**src/rtl/ahb_obi_pkg.sv**
```systemverilog
// Shared encodings for the AHB-slave to OBI-master adapter: AHB transfer
// types and sizes, the adapter FSM states, and byte-enable/legality helpers.
package ahb_obi_pkg;

    localparam logic [1:0] HTRANS_IDLE   = 2'b00;
    localparam logic [1:0] HTRANS_BUSY   = 2'b01;
    localparam logic [1:0] HTRANS_NONSEQ = 2'b10;
    localparam logic [1:0] HTRANS_SEQ    = 2'b11;

    localparam logic [2:0] HSIZE_BYTE = 3'd0;
    localparam logic [2:0] HSIZE_HALF = 3'd1;
    localparam logic [2:0] HSIZE_WORD = 3'd2;

    typedef enum logic [2:0] {
        IDLE = 3'd0,
        REQ  = 3'd1,
        RESP = 3'd2,
        ERR1 = 3'd3,
        ERR2 = 3'd4
    } state_e;

    // Byte lanes touched by a transfer; oversize transfers fall back to all lanes.
    function automatic logic [3:0] be_decode(input logic [2:0] size, input logic [1:0] a);
        logic [3:0] be;
        case (size)
            HSIZE_BYTE: be = 4'b0001 << a;
            HSIZE_HALF: be = 4'b0011 << {a[1], 1'b0};
            default:    be = 4'hF;
        endcase
        return be;
    endfunction

    // Transfers wider than a word, or not naturally aligned, cannot be mapped
    // onto a single OBI word access.
    function automatic logic xfer_bad(input logic [2:0] size, input logic [1:0] a);
        logic bad;
        case (size)
            HSIZE_BYTE: bad = 1'b0;
            HSIZE_HALF: bad = a[0];
            HSIZE_WORD: bad = (a != 2'b00);
            default:    bad = 1'b1;
        endcase
        return bad;
    endfunction

endpackage

```
**src/rtl/ahbs2obim_adapter.sv**
```systemverilog
// AHB-Lite slave to OBI master bridge. One OBI transaction in flight at a
// time; misaligned/oversize AHB transfers get a two-cycle ERROR response.
import ahb_obi_pkg::*;

module ahbs2obim_adapter #(
    parameter bit ERR_ON_MISALIGN = 1'b1
) (
    input  logic        hclk,
    input  logic        hreset_n,
    // AHB slave side
    input  logic        hsel_s,
    input  logic [31:0] haddr_s,
    input  logic [1:0]  htrans_s,
    input  logic        hwrite_s,
    input  logic [2:0]  hsize_s,
    input  logic [31:0] hwdata_s,
    input  logic        hready_s,
    output logic        hreadyout_s,
    output logic        hresp_s,
    output logic [31:0] hrdata_s,
    // OBI master side
    output logic        obi_req_o,
    output logic        obi_we_o,
    output logic [31:0] obi_addr_o,
    output logic [3:0]  obi_be_o,
    output logic [31:0] obi_wdata_o,
    input  logic        obi_gnt_i,
    input  logic        obi_rvalid_i,
    input  logic        obi_err_i,
    input  logic [31:0] obi_rdata_i
);

    state_e      state_q, state_d;
    logic [31:0] addr_q;
    logic        we_q;
    logic [2:0]  size_q;
    logic        req_q, hrdy_q, hresp_q;

    logic active_trans, capture, accept, bad, rsp_ok, rsp_err;
    state_e capture_state;

    // SEQ is handled exactly like NONSEQ: every access is a standalone OBI word.
    assign active_trans = (htrans_s == HTRANS_NONSEQ) || (htrans_s == HTRANS_SEQ);
    assign capture      = hsel_s & hready_s & active_trans;
    assign rsp_ok       = (state_q == RESP) & obi_rvalid_i & ~obi_err_i;
    assign rsp_err      = (state_q == RESP) & obi_rvalid_i &  obi_err_i;
    // A new address phase can only be taken where the slave drives HREADYOUT high.
    assign accept       = capture & ((state_q == IDLE) | (state_q == ERR2) | rsp_ok);
    assign bad          = ERR_ON_MISALIGN & xfer_bad(hsize_s, haddr_s[1:0]);
    assign capture_state = bad ? ERR1 : REQ;

    // Next-state decode for the transfer sequencer.
    always_comb begin
        state_d = state_q;
        case (state_q)
            IDLE: if (accept) state_d = capture_state;
            REQ:  if (obi_gnt_i) state_d = RESP;
            RESP: begin
                if (rsp_err)     state_d = ERR1;
                else if (rsp_ok) state_d = accept ? capture_state : IDLE;
            end
            ERR1: state_d = ERR2;
            ERR2: state_d = accept ? capture_state : IDLE;
            default: state_d = IDLE;
        endcase
    end

    // State register with outputs registered from the next state.
    always_ff @(posedge hclk or negedge hreset_n) begin
        if (!hreset_n) begin
            state_q <= IDLE;
            req_q   <= 1'b0;
            hrdy_q  <= 1'b1;
            hresp_q <= 1'b0;
        end else begin
            state_q <= state_d;
            req_q   <= (state_d == REQ);
            hrdy_q  <= (state_d == IDLE) || (state_d == ERR2);
            hresp_q <= (state_d == ERR1) || (state_d == ERR2);
        end
    end

    // Address-phase capture; held untouched until the next accepted transfer.
    always_ff @(posedge hclk or negedge hreset_n) begin
        if (!hreset_n) begin
            addr_q <= 32'h0;
            we_q   <= 1'b0;
            size_q <= 3'd0;
        end else if (accept) begin
            addr_q <= haddr_s;
            we_q   <= hwrite_s;
            size_q <= hsize_s;
        end
    end

    // OBI request fields come straight from the captured phase, so they stay
    // stable for the whole REQ wait; write data is the live AHB data phase.
    assign obi_req_o   = req_q;
    assign obi_we_o    = we_q;
    assign obi_addr_o  = {addr_q[31:2], 2'b00};
    assign obi_be_o    = be_decode(size_q, addr_q[1:0]);
    assign obi_wdata_o = hwdata_s;

    // Completion is combinational on rvalid so a zero-wait slave gives 3 cycles.
    assign hreadyout_s = hrdy_q | rsp_ok;
    assign hresp_s     = hresp_q;
    assign hrdata_s    = ((state_q == RESP) && obi_rvalid_i) ? obi_rdata_i : 32'h0;

endmodule

```
**config.mk**
```make
export PLATFORM = sky130hd
export DESIGN_NAME = ahbs2obim_adapter
export DESIGN_NICKNAME = d
export VERILOG_FILES = /design/src/rtl/ahb_obi_pkg.sv /design/src/rtl/ahbs2obim_adapter.sv
export SDC_FILE = /design/constraint.sdc
export NUM_CORES = 1
export LEC_CHECK = 0
export BUFFER_PORTS_ARGS = -buffer_cell sky130_fd_sc_hd__buf_2
export CAP_MARGIN = 20
export CELL_PAD_IN_SITES_DETAIL_PLACEMENT = 0
export CELL_PAD_IN_SITES_GLOBAL_PLACEMENT = 2
export CORE_MARGIN = 4
export CORE_UTILIZATION = 23
export CTS_CLUSTER_SIZE = 16
export DETAILED_ROUTE_END_ITERATION = 10
export GPL_TIMING_DRIVEN = 0
export PLACE_DENSITY = 0.94
export SKIP_LAST_GASP = 1
export SLEW_MARGIN = 20
export SYNTH_ARGS = -nofsm -noshare
export SYNTH_HDL_FRONTEND = slang
export SYNTH_SLANG_ARGS = --single-unit
export TNS_END_PERCENT = 30
```
**constraint.sdc**
```tcl
create_clock -name hclk -period 3.5 [get_ports hclk]
set_input_delay 0.175 -clock hclk [delete_from_list [all_inputs] [get_ports hclk]]
set_output_delay 0.175 -clock hclk [all_outputs]
set_load 0.01 [all_outputs]
```
# Yosys cells after proc, flatten, opt, wreduce, memory -nomap -nowiden
# Index checks and enable logic that the tools add are counted.
# op_classes
bitwise	10
n_eq_ne	12
n_reduce_logical	9
mux	10
shift	2
# ops
op	n
$mux 32	1
$pmux 3 s5	1
$eq 3x1->1 const B	4
$eq 3x2->1 const B	4
$logic_not 3->1	4
$mux 3	4
$pmux 4 s2	1
$and 1x1->1	6
$eq 3x3->1 const B	2
$eq 2x2->1 const B	2
$mux 2	2
$shl 1x2->4 const A	1
$shl 2x2->4 const A	1
$logic_or 1x1->1	3
$or 1x1->1	3
$pmux 1 s3	1
$reduce_bool 2->1	1
$logic_and 1x1->1	1
$not 1->1	1
# totals
input_bits	109
register_bits	42
output_inout_bits	104

# Depth between registers and ports, before layout
# depth
ltp_word	11
mapped_depth	6
depth_no_buf	4

# Least setup slack after synthesis
# Ideal clock, no wire load.
# synth_timing
kind	register to register
start	reg state_q[2]
end	reg addr_q[0]
setup_slack_ns	1.860
arrival_time_ns	1.515
stages_incl_launch_ff	7
n_path_buf	2
required_ns	3.375
setup_time_ns	0.125
period_less_slack_ns	1.640
path_cell_list	dfrtp_1 -> and4bb_4 -> a21oi_2 -> nand2b_4 -> buf_6 -> buf_12 -> mux2_4
# synth_between
elab_chain_len	5
# synth_rtl
item	line	text
start, declared	ahbs2obim_adapter.sv:33	state_e state_q, state_d;
start signal, assigned	ahbs2obim_adapter.sv:76	state_q <= state_d;
$eq 3x2->1	ahbs2obim_adapter.sv:45	assign rsp_ok = (state_q == RESP) & obi_rvalid_i & ~obi_err_i;
$and 1x1->1 (2 in a row)	ahbs2obim_adapter.sv:45	
$or 1x1->1 (*)	ahbs2obim_adapter.sv:48	assign accept = capture & ((state_q == IDLE) | (state_q == ERR2) | rsp_ok);
$and 1x1->1 (*)	ahbs2obim_adapter.sv:48	
end signal, assigned	ahbs2obim_adapter.sv:90	addr_q <= haddr_s;
end, declared	ahbs2obim_adapter.sv:34	logic [31:0] addr_q;
# Mark *: on every way between the ends. The rest lies on a longest branch, timed or not.
# A chain may end at the register's enable or synchronous reset.

# Worst setup path after layout
# layout_timing
start	reg state_q[2]
end	out hrdata_s[10]
# layout_between
elab_chain_len	3
# layout_rtl
item	line	text
$eq 3x2->1	ahbs2obim_adapter.sv:107	assign hrdata_s = ((state_q == RESP) && obi_rvalid_i) ? obi_rdata_i : 32'h0;
$logic_and 1x1->1	ahbs2obim_adapter.sv:107	
$mux 32	ahbs2obim_adapter.sv:107	
end, declared	ahbs2obim_adapter.sv:20	output logic [31:0] hrdata_s,
# Every way passes these cells.

==> results.json <==
{
  "cp_max_fo": 10,
  "die_h_um": 113,
  "finalCriticalPeriod_ns": 1.91,
  "worstSetupPathType": "reg2out",
  "place_congestion": 0.813,
  "die_x_um": 113,
  "tightest_slew_ns": 0.569,
  "drive_gt1_frac": 0.745,
  "hpwl_um": 5990,
  "syn_inst": 213,
  "io_buffers": 177,
  "first_iter_violations": 35,
  "p_total_mw": 2.62,
  "drv_slew": 0,
  "fill_cells": 1107,
  "vias": 2084,
  "post-route-period-util": 0.547,
  "cts_tree": "done",
  "die-area_um2": 12800,
  "grt_max_degree": 43,
  "critPathRequiredTime_ns": 3.32,
  "synth_warnings": 0,
  "wirelength_um": 7060,
  "ys_seq_elements": 42,
  "worstSkewPairLatency_ns": 0.29,
  "cts_buffer_depth": 2,
  "ctsRootBufferMaster": "clkbuf_8",
  "ant_nets": 0,
  "p_per_area_nw_per_um2": 701,
  "antenna_found_initial": 0,
  "routed_via_density": 3.86,
  "seq_area_frac_synth": 0.414,
  "maxCapViolCount": 0,
  "finalHoldViolCount": 0,
  "grt_pass1_vias": 2241,
  "n_antenna_cell": 0,
  "hold_class": "in2reg",
  "worstSetupEndpointType": "output port",
  "start_kind": "flop",
  "setup-violations-final": 0,
  "numCtsBuffers": 5,
  "worst_clock_skew_ns": 0.00810,
  "rows": 38,
  "p_leak_nw": 2.16,
  "syn_avg_cell_area_um2": 11.9,
  "drc": 0,
  "status": "complete, no violations",
  "setup_tns_ns": 0,
  "cts.htree.levels": 2,
  "coreArea_um2": 10800,
  "cts_num_sinks": 42,
  "syn_to_final_growth_pct": 46.7,
  "dr.pass1.iters": 3,
  "grt-ovfl-total": 0,
  "critPathArrivalTime_ns": 1.74,
  "vdd_drop_max_v": 0.000314,
  "grt_use_total": 0.108,
  "yosysUniqueCellTypes": 30,
  "max_freq_mhz": 523,
  "syn-cell-area_um2": 2540,
  "clkTransAtPathRegs_ns": 0.08,
  "initial_utilization": 0.234,
  "cts_setup_buffers": 0,
  "nets": 508,
  "wl_per_cell_um": 13.1,
  "io_pins": 213,
  "max_slew_margin": 0.616,
  "post_cts_resized": 0,
  "rsz0062_at_grt": "no",
  "grt_pass1_wl_um": 10900
}
-- cell type report --
type | count | area, um2 | area share
sequential | 42 | 1050 | 0.282
multi-input combinational | 99 | 922 | 0.247
timing repair buffer | 178 | 898 | 0.241
buffer | 71 | 563 | 0.151
tap | 140 | 175 | 0.0470
clock buffer | 6 | 72.6 | 0.0195
clock inverter | 2 | 37.5 | 0.0101
inverter | 2 | 7.51 | 0.00201
-- layout by cell type (no fill, tap or decap), types with 5 or more instances in the layout --
master / n
buf_2: 176
buf_4: 65
dfrtp_1: 41
and2_1: 30
mux2_4: 30
mux2_2: 6
nor2_1: 5
o21ai_0: 5
clkbuf_8: 5
-- metrics by stage --
step / worst slack [ns] / std cells / area [um2] / util / hold WS (ns)
after floorplan: 1.86 / 214 / 2540 / - / -0.121
after global placement: 1.75 / 531 / 3610 / 0.333 / 0.376
after detailed placement: 1.73 / 531 / 3610 / 0.333 / 0.385
after CTS: 1.55 / 539 / 3720 / 0.343 / 0.0565
after global routing: 1.43 / 540 / 3730 / 0.344 / 0.101
final: 1.59 / 540 / 3730 / 0.344 / 0.113
-- final timing paths --
| check | cells after the start | start | slack, ns | end |
|---|---|---|---|---|
| min in group asynchronous | 2 | hreset_n | 0.43 | addr_q[15] |
| hold reg to reg | 1 | addr_q[28] | 0.51 | addr_q[28] |
| setup reg to reg | 6 | state_q[2] | 1.73 | addr_q[16] |
| setup / recovery | 4 | state_q[2] | 1.59 | hrdata_s[10] |
| hold / removal | 2 | haddr_s[7] | 0.11 | addr_q[7] |
| max in group asynchronous | 2 | hreset_n | 2.71 | hrdy_q |
-- repair_timing --
action                                  in CTS  in global routing
hold endpoints to repair                     0                 41
endpoints found under the setup margin       0                  0
hold buffers                                 0                  1
-- power by group --
part           internal (mW)  switching (mW)  total, mW
clock network          0.213           0.164      0.377
logic                  0.841           0.535       1.38
registers              0.726           0.136      0.862
total                   1.78           0.835       2.62
-- routing by layer --
metal  vias to the layer above  part of all wire  GRT usage
li1                       1004                 -          -
met1                       947              0.35      0.116
met2                       131              0.54      0.205
met3                         2              0.11     0.0337
met4                         0            0.0034     0.0216
met5                         -                 0          0
-- cell usage after synthesis (all sizes together) --
cell,count,area share
nor2,5,0.0074
inv,2,0.0030
nand2b,1,0.0054
dfrtp,41,0.40
nor3b,1,0.0030
o21a,1,0.0030
and2,32,0.080
a21o,2,0.0064
and3b,1,0.0039
nand2,1,0.0015
nor2b,1,0.0025
or3,1,0.0025
buf,68,0.22
o21ai,5,0.0098
a31o,1,0.0034
clkbuf,3,0.0044
dfstp,1,0.010
mux2,36,0.20
nor4b,1,0.0034
o311ai,1,0.0034
a21oi,5,0.011
and3,1,0.0030
and4bb,1,0.0064
conb,1,0.0015
-- logic make-up after synthesis --
logic type	after synthesis	synth area share
buf+inv	73	0.225
mux	36	0.204
other cells	1	0.00148
flops	42	0.414
compound gates	15	0.0374
simple gates	46	0.119
-- state kept, by name, summed over array words and instances, names as in the netlist --
register / flops
obi_we_o: 1
size_q: 3
addr_q: 32
state_q: 3
hresp_s: 1
obi_req_o: 1
hrdy_q: 1
-- critical path, stage by stage (launching register included) --
cell and delay, ns:
dfrtp_1 0.42, and4bb_4 0.41, clkbuf_1 0.25, and2_1 0.22, buf_2 0.15
(Power assumes the default switching activity.)
